==> src/rtl/lsu_mem_master_if.sv <==
// Bus bundle between the core-side LSU request/response channel and data memory.
// master: view of lsu_mem_master; slave: view of the core pipeline plus memory.
interface lsu_mem_master_if;
   logic        req_valid;
   logic        req_ready;
   logic        req_wen;
   logic [1:0]  req_size;
   logic        req_signed;
   logic [31:0] req_addr;
   logic [31:0] req_wdata;
   logic        resp_valid;
   logic        resp_ready;
   logic [31:0] resp_rdata;
   logic        resp_err;
   logic        mem_valid;
   logic [31:0] mem_raddr;
   logic        mem_wen;
   logic [31:0] mem_waddr;
   logic [31:0] mem_wdata;
   logic [7:0]  mem_wmask;
   logic [31:0] mem_rdata;

   modport master (
      input  req_valid, req_wen, req_size, req_signed,
      input  req_addr, req_wdata, resp_ready, mem_rdata,
      output req_ready, resp_valid, resp_rdata, resp_err,
      output mem_valid, mem_raddr, mem_wen, mem_waddr,
      output mem_wdata, mem_wmask
   );

   modport slave (
      output req_valid, req_wen, req_size, req_signed,
      output req_addr, req_wdata, resp_ready, mem_rdata,
      input  req_ready, resp_valid, resp_rdata, resp_err,
      input  mem_valid, mem_raddr, mem_wen, mem_waddr,
      input  mem_wdata, mem_wmask
   );
endinterface

==> src/rtl/lsu_mem_master.sv <==
// Load/store unit memory master: one request -> one single-cycle memory access -> response.
// Ports: clk, reset (sync, active-high), bus (lsu_mem_master_if.master: req/resp/mem).
module lsu_mem_master #(
   parameter bit CHECK_ALIGN = 1'b1
) (
   input  logic                clk,
   input  logic                reset,
   lsu_mem_master_if.master    bus
);

   typedef enum logic [1:0] {
      S_IDLE   = 2'd0,
      S_ACCESS = 2'd1,
      S_RESP   = 2'd2
   } state_t;

   state_t      r_state;
   state_t      w_next;

   logic        r_wen;
   logic [1:0]  r_size;
   logic        r_signed;
   logic [1:0]  r_off;
   logic [3:0]  r_wmask;
   logic [31:0] r_addr;
   logic [31:0] r_wdata;
   logic [31:0] r_rdata;
   logic        r_err;

   logic        w_accept;
   logic        w_err;
   logic [1:0]  w_off;
   logic [3:0]  w_wmask;
   logic [31:0] w_wdata;
   logic [31:0] w_shifted;
   logic [31:0] w_ext;
   logic        w_active;

   assign w_accept = bus.req_valid & bus.req_ready;

   // Alignment check; with checking disabled the offending
   // low offset bits are dropped instead.
   always_comb begin
      w_err = 1'b0;
      w_off = bus.req_addr[1:0];
      unique case (bus.req_size)
         2'd1: begin
            if (w_off[0]) begin
               if (CHECK_ALIGN) w_err = 1'b1;
               else             w_off[0] = 1'b0;
            end
         end
         2'd2: begin
            if (w_off != 2'd0) begin
               if (CHECK_ALIGN) w_err = 1'b1;
               else             w_off = 2'd0;
            end
         end
         2'd3: w_err = 1'b1;
         default: ;
      endcase
   end

   always_comb begin
      w_wmask = 4'b0000;
      if (bus.req_wen) begin
         unique case (bus.req_size)
            2'd0:    w_wmask = 4'b0001 << w_off;
            2'd1:    w_wmask = 4'b0011 << w_off;
            2'd2:    w_wmask = 4'b1111;
            default: w_wmask = 4'b0000;
         endcase
      end
   end

   assign w_wdata   = bus.req_wdata << {w_off, 3'b000};
   assign w_shifted = bus.mem_rdata >> {r_off, 3'b000};

   always_comb begin
      w_ext = w_shifted;
      unique case (r_size)
         2'd0: w_ext = {{24{r_signed & w_shifted[7]}},
                        w_shifted[7:0]};
         2'd1: w_ext = {{16{r_signed & w_shifted[15]}},
                        w_shifted[15:0]};
         default: w_ext = w_shifted;
      endcase
   end

   always_comb begin
      w_next = r_state;
      unique case (r_state)
         S_IDLE: begin
            if (w_accept) w_next = w_err ? S_RESP : S_ACCESS;
         end
         S_ACCESS: w_next = S_RESP;
         S_RESP: begin
            if (bus.resp_ready) w_next = S_IDLE;
         end
         default: w_next = S_IDLE;
      endcase
   end

   always_ff @(posedge clk) begin
      if (reset) r_state <= S_IDLE;
      else       r_state <= w_next;
   end

   always_ff @(posedge clk) begin
      if (reset) begin
         r_wen    <= 1'b0;
         r_size   <= 2'd0;
         r_signed <= 1'b0;
         r_off    <= 2'd0;
         r_wmask  <= 4'd0;
         r_addr   <= 32'd0;
         r_wdata  <= 32'd0;
         r_rdata  <= 32'd0;
         r_err    <= 1'b0;
      end else begin
         if (w_accept) begin
            r_wen    <= bus.req_wen;
            r_size   <= bus.req_size;
            r_signed <= bus.req_signed;
            r_off    <= w_off;
            r_err    <= w_err;
            r_rdata  <= 32'd0;
            // A rejected request leaves the memory side untouched.
            if (!w_err) begin
               r_addr  <= {bus.req_addr[31:2], 2'b00};
               r_wdata <= w_wdata;
               r_wmask <= w_wmask;
            end
         end
         if (r_state == S_ACCESS && !r_wen) r_rdata <= w_ext;
      end
   end

   // Reset gates the strobe so a store caught mid-access is dropped.
   assign w_active       = (r_state == S_ACCESS) & ~reset;
   assign bus.req_ready  = (r_state == S_IDLE) & ~reset;
   assign bus.mem_valid  = w_active;
   assign bus.mem_wen    = w_active & r_wen;
   assign bus.mem_wmask  = w_active ? {4'b0000, r_wmask} : 8'h00;
   assign bus.mem_raddr  = r_addr;
   assign bus.mem_waddr  = r_addr;
   assign bus.mem_wdata  = r_wdata;
   assign bus.resp_valid = (r_state == S_RESP) & ~reset;
   assign bus.resp_rdata = r_rdata;
   assign bus.resp_err   = r_err;

endmodule

==> src/flat_wrapper.sv <==
// flat-port wrapper written by rule: the top's interface ports become plain ports
module lsu_mem_master_flat 
#(
   parameter bit CHECK_ALIGN = 1'b1
)
  (clk, reset, bus_req_valid, bus_req_wen, bus_req_size, bus_req_signed, bus_req_addr, bus_req_wdata, bus_resp_ready, bus_mem_rdata, bus_req_ready, bus_resp_valid, bus_resp_rdata, bus_resp_err, bus_mem_valid, bus_mem_raddr, bus_mem_wen, bus_mem_waddr, bus_mem_wdata, bus_mem_wmask);
  lsu_mem_master_if bus_i ();
  input  logic clk;
  input  logic reset;
  input wire logic [$bits(bus_i.req_valid)-1:0] bus_req_valid;
  input wire logic [$bits(bus_i.req_wen)-1:0] bus_req_wen;
  input wire logic [$bits(bus_i.req_size)-1:0] bus_req_size;
  input wire logic [$bits(bus_i.req_signed)-1:0] bus_req_signed;
  input wire logic [$bits(bus_i.req_addr)-1:0] bus_req_addr;
  input wire logic [$bits(bus_i.req_wdata)-1:0] bus_req_wdata;
  input wire logic [$bits(bus_i.resp_ready)-1:0] bus_resp_ready;
  input wire logic [$bits(bus_i.mem_rdata)-1:0] bus_mem_rdata;
  output wire logic [$bits(bus_i.req_ready)-1:0] bus_req_ready;
  output wire logic [$bits(bus_i.resp_valid)-1:0] bus_resp_valid;
  output wire logic [$bits(bus_i.resp_rdata)-1:0] bus_resp_rdata;
  output wire logic [$bits(bus_i.resp_err)-1:0] bus_resp_err;
  output wire logic [$bits(bus_i.mem_valid)-1:0] bus_mem_valid;
  output wire logic [$bits(bus_i.mem_raddr)-1:0] bus_mem_raddr;
  output wire logic [$bits(bus_i.mem_wen)-1:0] bus_mem_wen;
  output wire logic [$bits(bus_i.mem_waddr)-1:0] bus_mem_waddr;
  output wire logic [$bits(bus_i.mem_wdata)-1:0] bus_mem_wdata;
  output wire logic [$bits(bus_i.mem_wmask)-1:0] bus_mem_wmask;
  assign bus_i.req_valid = bus_req_valid;
  assign bus_i.req_wen = bus_req_wen;
  assign bus_i.req_size = bus_req_size;
  assign bus_i.req_signed = bus_req_signed;
  assign bus_i.req_addr = bus_req_addr;
  assign bus_i.req_wdata = bus_req_wdata;
  assign bus_i.resp_ready = bus_resp_ready;
  assign bus_i.mem_rdata = bus_mem_rdata;
  assign bus_req_ready = bus_i.req_ready;
  assign bus_resp_valid = bus_i.resp_valid;
  assign bus_resp_rdata = bus_i.resp_rdata;
  assign bus_resp_err = bus_i.resp_err;
  assign bus_mem_valid = bus_i.mem_valid;
  assign bus_mem_raddr = bus_i.mem_raddr;
  assign bus_mem_wen = bus_i.mem_wen;
  assign bus_mem_waddr = bus_i.mem_waddr;
  assign bus_mem_wdata = bus_i.mem_wdata;
  assign bus_mem_wmask = bus_i.mem_wmask;
  lsu_mem_master #(.CHECK_ALIGN(CHECK_ALIGN)) u_core (.clk(clk), .reset(reset), .bus(bus_i));
endmodule
==> config.mk <==
export PLATFORM = sky130hd
export DESIGN_NAME = lsu_mem_master_flat
export DESIGN_NICKNAME = d
export VERILOG_FILES = /design/src/rtl/lsu_mem_master_if.sv /design/src/rtl/lsu_mem_master.sv /design/src/flat_wrapper.sv
export SDC_FILE = /design/constraint.sdc
export NUM_CORES = 1
export LEC_CHECK = 0
export ABC_CLOCK_PERIOD_IN_PS = 1700
export CAP_MARGIN = 20
export CORE_AREA = 2 2 135 111
export DETAILED_ROUTE_END_ITERATION = 7
export DIE_AREA = 0 0 137 113
export GPL_TIMING_DRIVEN = 0
export PLACE_DENSITY_LB_ADDON = 0.12
export RECOVER_POWER = 100
export SYNTH_ARGS = -nofsm -noshare
export SYNTH_HDL_FRONTEND = slang
export SYNTH_SLANG_ARGS = --single-unit
==> constraint.sdc <==
create_clock -name clk -period 1.7 [get_ports clk]
set_clock_uncertainty 0.1 [all_clocks]
set_input_delay 0.425 -clock clk [delete_from_list [all_inputs] [get_ports clk]]
set_output_delay 0.425 -clock clk [all_outputs]
set_load 0.005 [all_outputs]
# Yosys cells after proc, flatten, opt, wreduce, memory -nomap -nowiden
# Cells that the tools add are included.
totals:
  in_bits: 104
  wordCells: 54
  register_bits: 107
  output_inout_bits: 141
classes:
  n_reduce_logical: 9
  mux: 14
  bitwise_logic: 9
  eq_ne: 8
  n_shift: 4
ops:
  columns: ["operator", "n"]
  rows:
  - ["$mux 32", 2]
  - ["$pmux 32 s2", 1]
  - ["$shl 32x5->32", 1]
  - ["$shr 32x5->32", 1]
  - ["$pmux 4 s3", 1]
  - ["$mux 4", 2]
  - ["$and 1x1->1", 7]
  - ["$eq 2x1->1 const B", 3]
  - ["$eq 2x2->1 const B", 3]
  - ["$logic_not 2->1", 3]
  - ["$mux 2", 3]
  - ["$pmux 2 s3", 1]
  - ["$reduce_and 2->1", 2]
  - ["$reduce_bool 2->1", 2]
  - ["$shl 1x2->4 const A", 1]
  - ["$shl 2x2->4 const A", 1]
  - ["$mux 1", 3]
  - ["$pmux 1 s3", 1]
  - ["$ne 2x1->1 const B", 1]
  - ["$ne 2x2->1 const B", 1]
  - ["$not 1->1", 2]
  - ["$logic_and 1x1->1", 1]
  - ["$logic_not 1->1", 1]

# Logic depth before layout (Yosys ltp)
depth:
  depth_word: 6
  ltp_mapped: 8
  depth_no_buf: 5

# Worst setup path before layout
# No wires, ideal clock.
synth_path:
  kind: "register to register"
  from: "register u_core.r_off[0]"
  to: "register u_core.r_rdata[20], in the netlist u_core.bus.resp_rdata[20]"
  setup_ns: 0.129
  path_stages_with_launch: 7
  period_less_slack_ns: 1.829
  required_ns: 1.471
  n_path_buf: 2
  t_arrival_ns: 1.600
  path_slack_ns: -0.129
  cell_sequence: "dfxtp_1 > buf_6 > mux2_2 > mux4_2 > nand4b_2 > buf_4 > o21ai_0"
synth_between:
  elab_chain_len: 4
  elab_cells_between_ends: 5
  cone_classes: "shift: 1; mux: 2; bitwise: 2"
synth_rtl:
  columns: ["item", "line_no", "rtl"]
  rows:
  - ["from (decl)", "lsu_mem_master.sv:23", "logic [1:0] r_off;"]
  - ["from (signal assigned)", "lsu_mem_master.sv:125", "r_off <= w_off;"]
  - ["$shr 32x5->32 (*)", "lsu_mem_master.sv:77", "assign w_shifted = bus.mem_rdata >> {r_off, 3'b000};"]
  - ["$and 1x1->1 (on tied branches)", "lsu_mem_master.sv:84, lsu_mem_master.sv:82", null]
  - ["$pmux 32 s2 (*)", "lsu_mem_master.sv:81", "unique case (r_size)"]
  - ["$mux 32 (*)", "lsu_mem_master.sv:135", "if (r_state == S_ACCESS && !r_wen) r_rdata <= w_ext;"]
  - ["to (signal assigned)", "lsu_mem_master.sv:135", null]
  - ["to (decl)", "lsu_mem_master.sv:27", "logic [31:0] r_rdata;"]
# Mark *: on every way between the ends. The rest lies on a longest branch, timed or not.
# A chain may end at the register's enable or synchronous reset.

# Worst setup path in the final report
layout_path:
  from: "register u_core.r_state[1]"
  to: "register u_core.r_wdata[30], in the netlist u_core.bus.mem_wdata[30]"
layout_between:
  elab_chain_len: 4
layout_rtl:
  columns: ["item", "line_no", "rtl"]
  rows:
  - ["from (decl)", "lsu_mem_master.sv:17", "state_t r_state;"]
  - ["from (signal assigned)", "lsu_mem_master.sv:106", "else r_state <= w_next;"]
  - ["$logic_not 2->1", "lsu_mem_master.sv:141", "assign bus.req_ready = (r_state == S_IDLE) & ~reset;"]
  - ["$and 1x1->1", "lsu_mem_master.sv:141", null]
  - ["$and 1x1->1", "lsu_mem_master.sv:39", "assign w_accept = bus.req_valid & bus.req_ready;"]
  - ["$reduce_and 2->1 (no source line)", null, null]
  - ["to (signal assigned)", "lsu_mem_master.sv:131", "r_wdata <= w_wdata;"]
  - ["to (decl)", "lsu_mem_master.sv:26", "logic [31:0] r_wdata;"]
# No other way between the ends.

==> flow_metrics.tcl <==
set metrics [dict create \
    r2r-end "u_core.bus.mem_wdata[30]" \
    yosysWarnings 0 \
    setup_viol 88 \
    finalHoldViolCount 0 \
    synth.area.top_cells "dfxtp_1 (42%), nand2_1 (7.9%), a21oi_1 (6.2%)" \
    ys_ff_latch 107 \
    vdd_ir_drop_max_mv 0.4882 \
    min-delay-start "reset" \
    grt_max_degree 19 \
    syn_inst 597 \
    dp.cells 1023 \
    grt_pass1_vias 5408 \
    rows 39 \
    drive_gt1_frac 0.4151 \
    initialDrtViolationCount 257 \
    syn_avg_cell_area_um2 8.561 \
    fin_ws_ns -0.1568 \
    drv_slew 0 \
    syn_area_um2 5111 \
    synth.top_cell.area_share 0.4191 \
    seq_area_frac_synth 0.4191 \
    crit_top_cell "buf_6" \
    power_density_nw_per_um2 641.6 \
    multi_input_area_um2 3272 \
    cpPeakStageDelay_ns 0.37 \
    detail-route-antenna-nets 0 \
    crit_slowest_cell "dfxtp_4" \
    critPathMaxFanout 6 \
    reg2reg_depth 9 \
    gr-total-overflow 0 \
    avgViaCountPerCell 5.112 \
    synth_top_cell_by_area "dfxtp_1" \
    routedWlPerCell_um 18.40 \
    seq_area_um2 2216 \
    vias 5552 \
    tightest_slew_ns 0.7952 \
    core_um2 14050 \
    violations "negative setup slack" \
    htreeDepth 3 \
    leakagePower_uw 0.004221 \
    route.detailed.drc 0 \
    crit_path_cell_trace "buf_6, nor4b_4, buf_6, nand3_4, buf_6, buf_4, buf_8, nand2_2, a21oi_2" \
    place_congestion 0.8846 \
    routed_wl_mm 19.98 \
    cts_sinks 107 \
    io_buffers 235 \
    r2r-start "u_core.r_state[1]" \
    fmax_ghz 0.5386 \
    path_clk_slew_ns 0.07 \
    numCtsBuffers 9 \
    start_kind "register" \
    synth-main-ff-cell "dfxtp_1" \
    fin_setup_tns_ns -8.038 \
    min_period_ns 1.857 \
    critPathCaptureType "register" \
    dieArea_um2 15480 \
    worst_ep_arrival_time_ns 1.97 \
    grt_usage 0.2430 \
    synthArstFlopShare 0 \
    nets 1000 \
    clk_path_buf_depth 2 \
    crit_type "reg -> reg" \
    cts_root_buf "clkbuf_16" \
    max_slew_margin 0.4679 \
    num_io_pins 245 \
    cts-hold-fix-buffers 0 \
    outcome "finished, violations left" \
    hold_depth 4 \
    rsz0062_at_grt "yes" \
    holdCritPathClass "in -> reg" \
    clkLatencyLatePin_ns 0.35 \
    fin_crit_sh 1.092 \
    start_util 0.3637 \
    layout.cells.non_filler 1086 \
    die_w_um 137 \
    cts_tree "built" \
    min_to "u_core.bus.resp_rdata[9]" \
    r2r_slack_ns -0.16 \
    required_ns 1.81 \
    drtPass1Iterations 4 \
    antenna_found_initial 1 \
    cap_violations 0 \
    die_h_um 113 \
    dp_hpwl_mm 14.05 \
    synth_cell_types 39 \
    postLayoutCoreUtil 0.6810 \
    num-fill-cells 1142 \
    grt_pass1_wl_mm 29.08 \
    synth_edf_count 0 \
    synthToLayoutAreaGrowth_pct 87.25 \
]
-- layout make-up --
type                    count  area share
inverters                   6    0.003268
repair buffers            285      0.2879
well taps                 184     0.02406
flip-flops and latches    107      0.2315
clock buffers              10     0.02392
plain buffers              80     0.07949
clock inverters             6    0.007713
multi-input cells         407      0.3419
diodes                      1   0.0002615
-- routing by layer --
metal | global-route usage | routed length [um] | vias up | share of wire
met5 | 0 | 0 | - | 0
met4 | 0.05292 | 268 | 0 | 0.013
met3 | 0.07258 | 1591 | 22 | 0.080
met2 | 0.3851 | 9399 | 227 | 0.47
met1 | 0.3274 | 8719 | 2648 | 0.44
li1 | - | - | 2655 | -
-- placed cells by master, fill, tap and decap left out, types with 4 or more instances in the layout --
master	count
buf_12	5
nand3_1	5
nand2_1	67
buf_2	7
and3_4	5
a22oi_2	12
o21ai_1	4
a211oi_1	4
o21ai_2	14
o21ai_0	8
nand2_2	12
dfxtp_1	56
buf_8	11
a32oi_1	6
a22oi_1	4
nor2_1	42
mux4_2	9
nand3_2	4
dfxtp_4	4
a21oi_1	25
clkbuf_1	9
a211oi_4	4
o211ai_1	8
nor3_1	8
a211oi_2	7
clkbuf_16	19
nand2_4	28
clkdlybuf4s50_1	95
or3_1	5
buf_6	26
dlygate4sd2_1	129
mux2_2	15
dfxtp_2	47
buf_4	66
conb_1	8
mux2i_1	28
a21oi_2	38
-- what timing repair did --
item	in CTS	in global routing
buffers inserted	29	9
cloned	8	6
endpoints found under the setup margin	240	105
gates resized for setup	369	164
pin swaps	32	63
-- cells by family after synthesis --
| group | Yosys count | synth area share |
|---|---|---|
| AO/OA/AOI/OAI | 142 | 0.1684 |
| buffers and inverters | 90 | 0.1013 |
| flip-flops | 107 | 0.4191 |
| multiplexers | 55 | 0.1341 |
| other | 1 | 0.0007337 |
| AND/OR/NAND/NOR | 202 | 0.1763 |
-- registers in the layout, summed over array words and instances (netlist names) --
| register | flops |
|---|---|
| u_core.bus.mem_wdata | 32 |
| u_core.bus.resp_rdata | 32 |
| u_core.bus.mem_raddr | 30 |
| u_core.r_wmask | 4 |
| u_core.r_off | 2 |
| u_core.r_size | 2 |
| u_core.r_state | 2 |
| u_core.bus.resp_err | 1 |
| u_core.r_signed | 1 |
| u_core.r_wen | 1 |
-- critical path, delay by kind of cell, from the launching register on --
family | cells | cell delay [ns]
AO/OA/AOI/OAI | 1 | 0.05
buffers and inverters | 5 | 0.73
flip-flops | 1 | 0.37
AND/OR/NAND/NOR | 3 | 0.44
-- Yosys cell counts (2+ instances only) --
master	number
a211oi_1	15
a21oi_1	63
a22oi_1	16
a32oi_1	8
and3_1	5
buf_1	3
buf_2	15
buf_4	41
clkbuf_1	24
dfxtp_1	107
inv_1	5
mux2_2	18
mux2i_1	28
mux4_2	9
nand2_1	107
nand2b_1	4
nand3_1	9
nor2_1	46
nor2b_1	3
nor3_1	13
o2111ai_1	2
o211ai_1	8
o21ai_0	19
o21ai_1	7
or3_1	8
-- where the power goes --
part | leakage (uW) | switching (uW) | internal (uW)
clock | 0.000148 | 972 | 1160
sequential | 0.000892 | 56.9 | 2580
combinational | 0.00318 | 634 | 737
-- worst max path at each step --
stage / from / end / cells past startpoint
2_1_floorplan: u_core.r_off[0] / u_core.bus.resp_rdata[23] / 6
3_3_place_gp: reset / bus_resp_valid / 5
3_5_place_dp: reset / bus_req_ready / 5
4_1_cts: u_core.r_off[0] / u_core.bus.resp_rdata[29] / 6
5_1_grt: u_core.r_state[1] / u_core.bus.mem_wdata[14] / 7
6_report: u_core.r_state[1] / u_core.bus.mem_wdata[30] / 9
-- stage by stage --
| stage | area (um2) | hold slack (ns) | total power (uW) | worst slack (ns) |
|---|---|---|---|---|
| floorplan | 5169 | 0.3275 | 3145 | -0.06607 |
| global placement | 7751 | 0.3388 | 3713 | -1.401 |
| detailed placement | 7751 | 0.3397 | 3726 | -1.424 |
| CTS | 8816 | 0.2742 | 5997 | -0.1520 |
| global route | 9570 | 0.3284 | 6395 | -0.2390 |
| finish | 9570 | 0.3296 | 6140 | -0.1568 |
No activity file was read; power rests on OpenSTA's default activity.
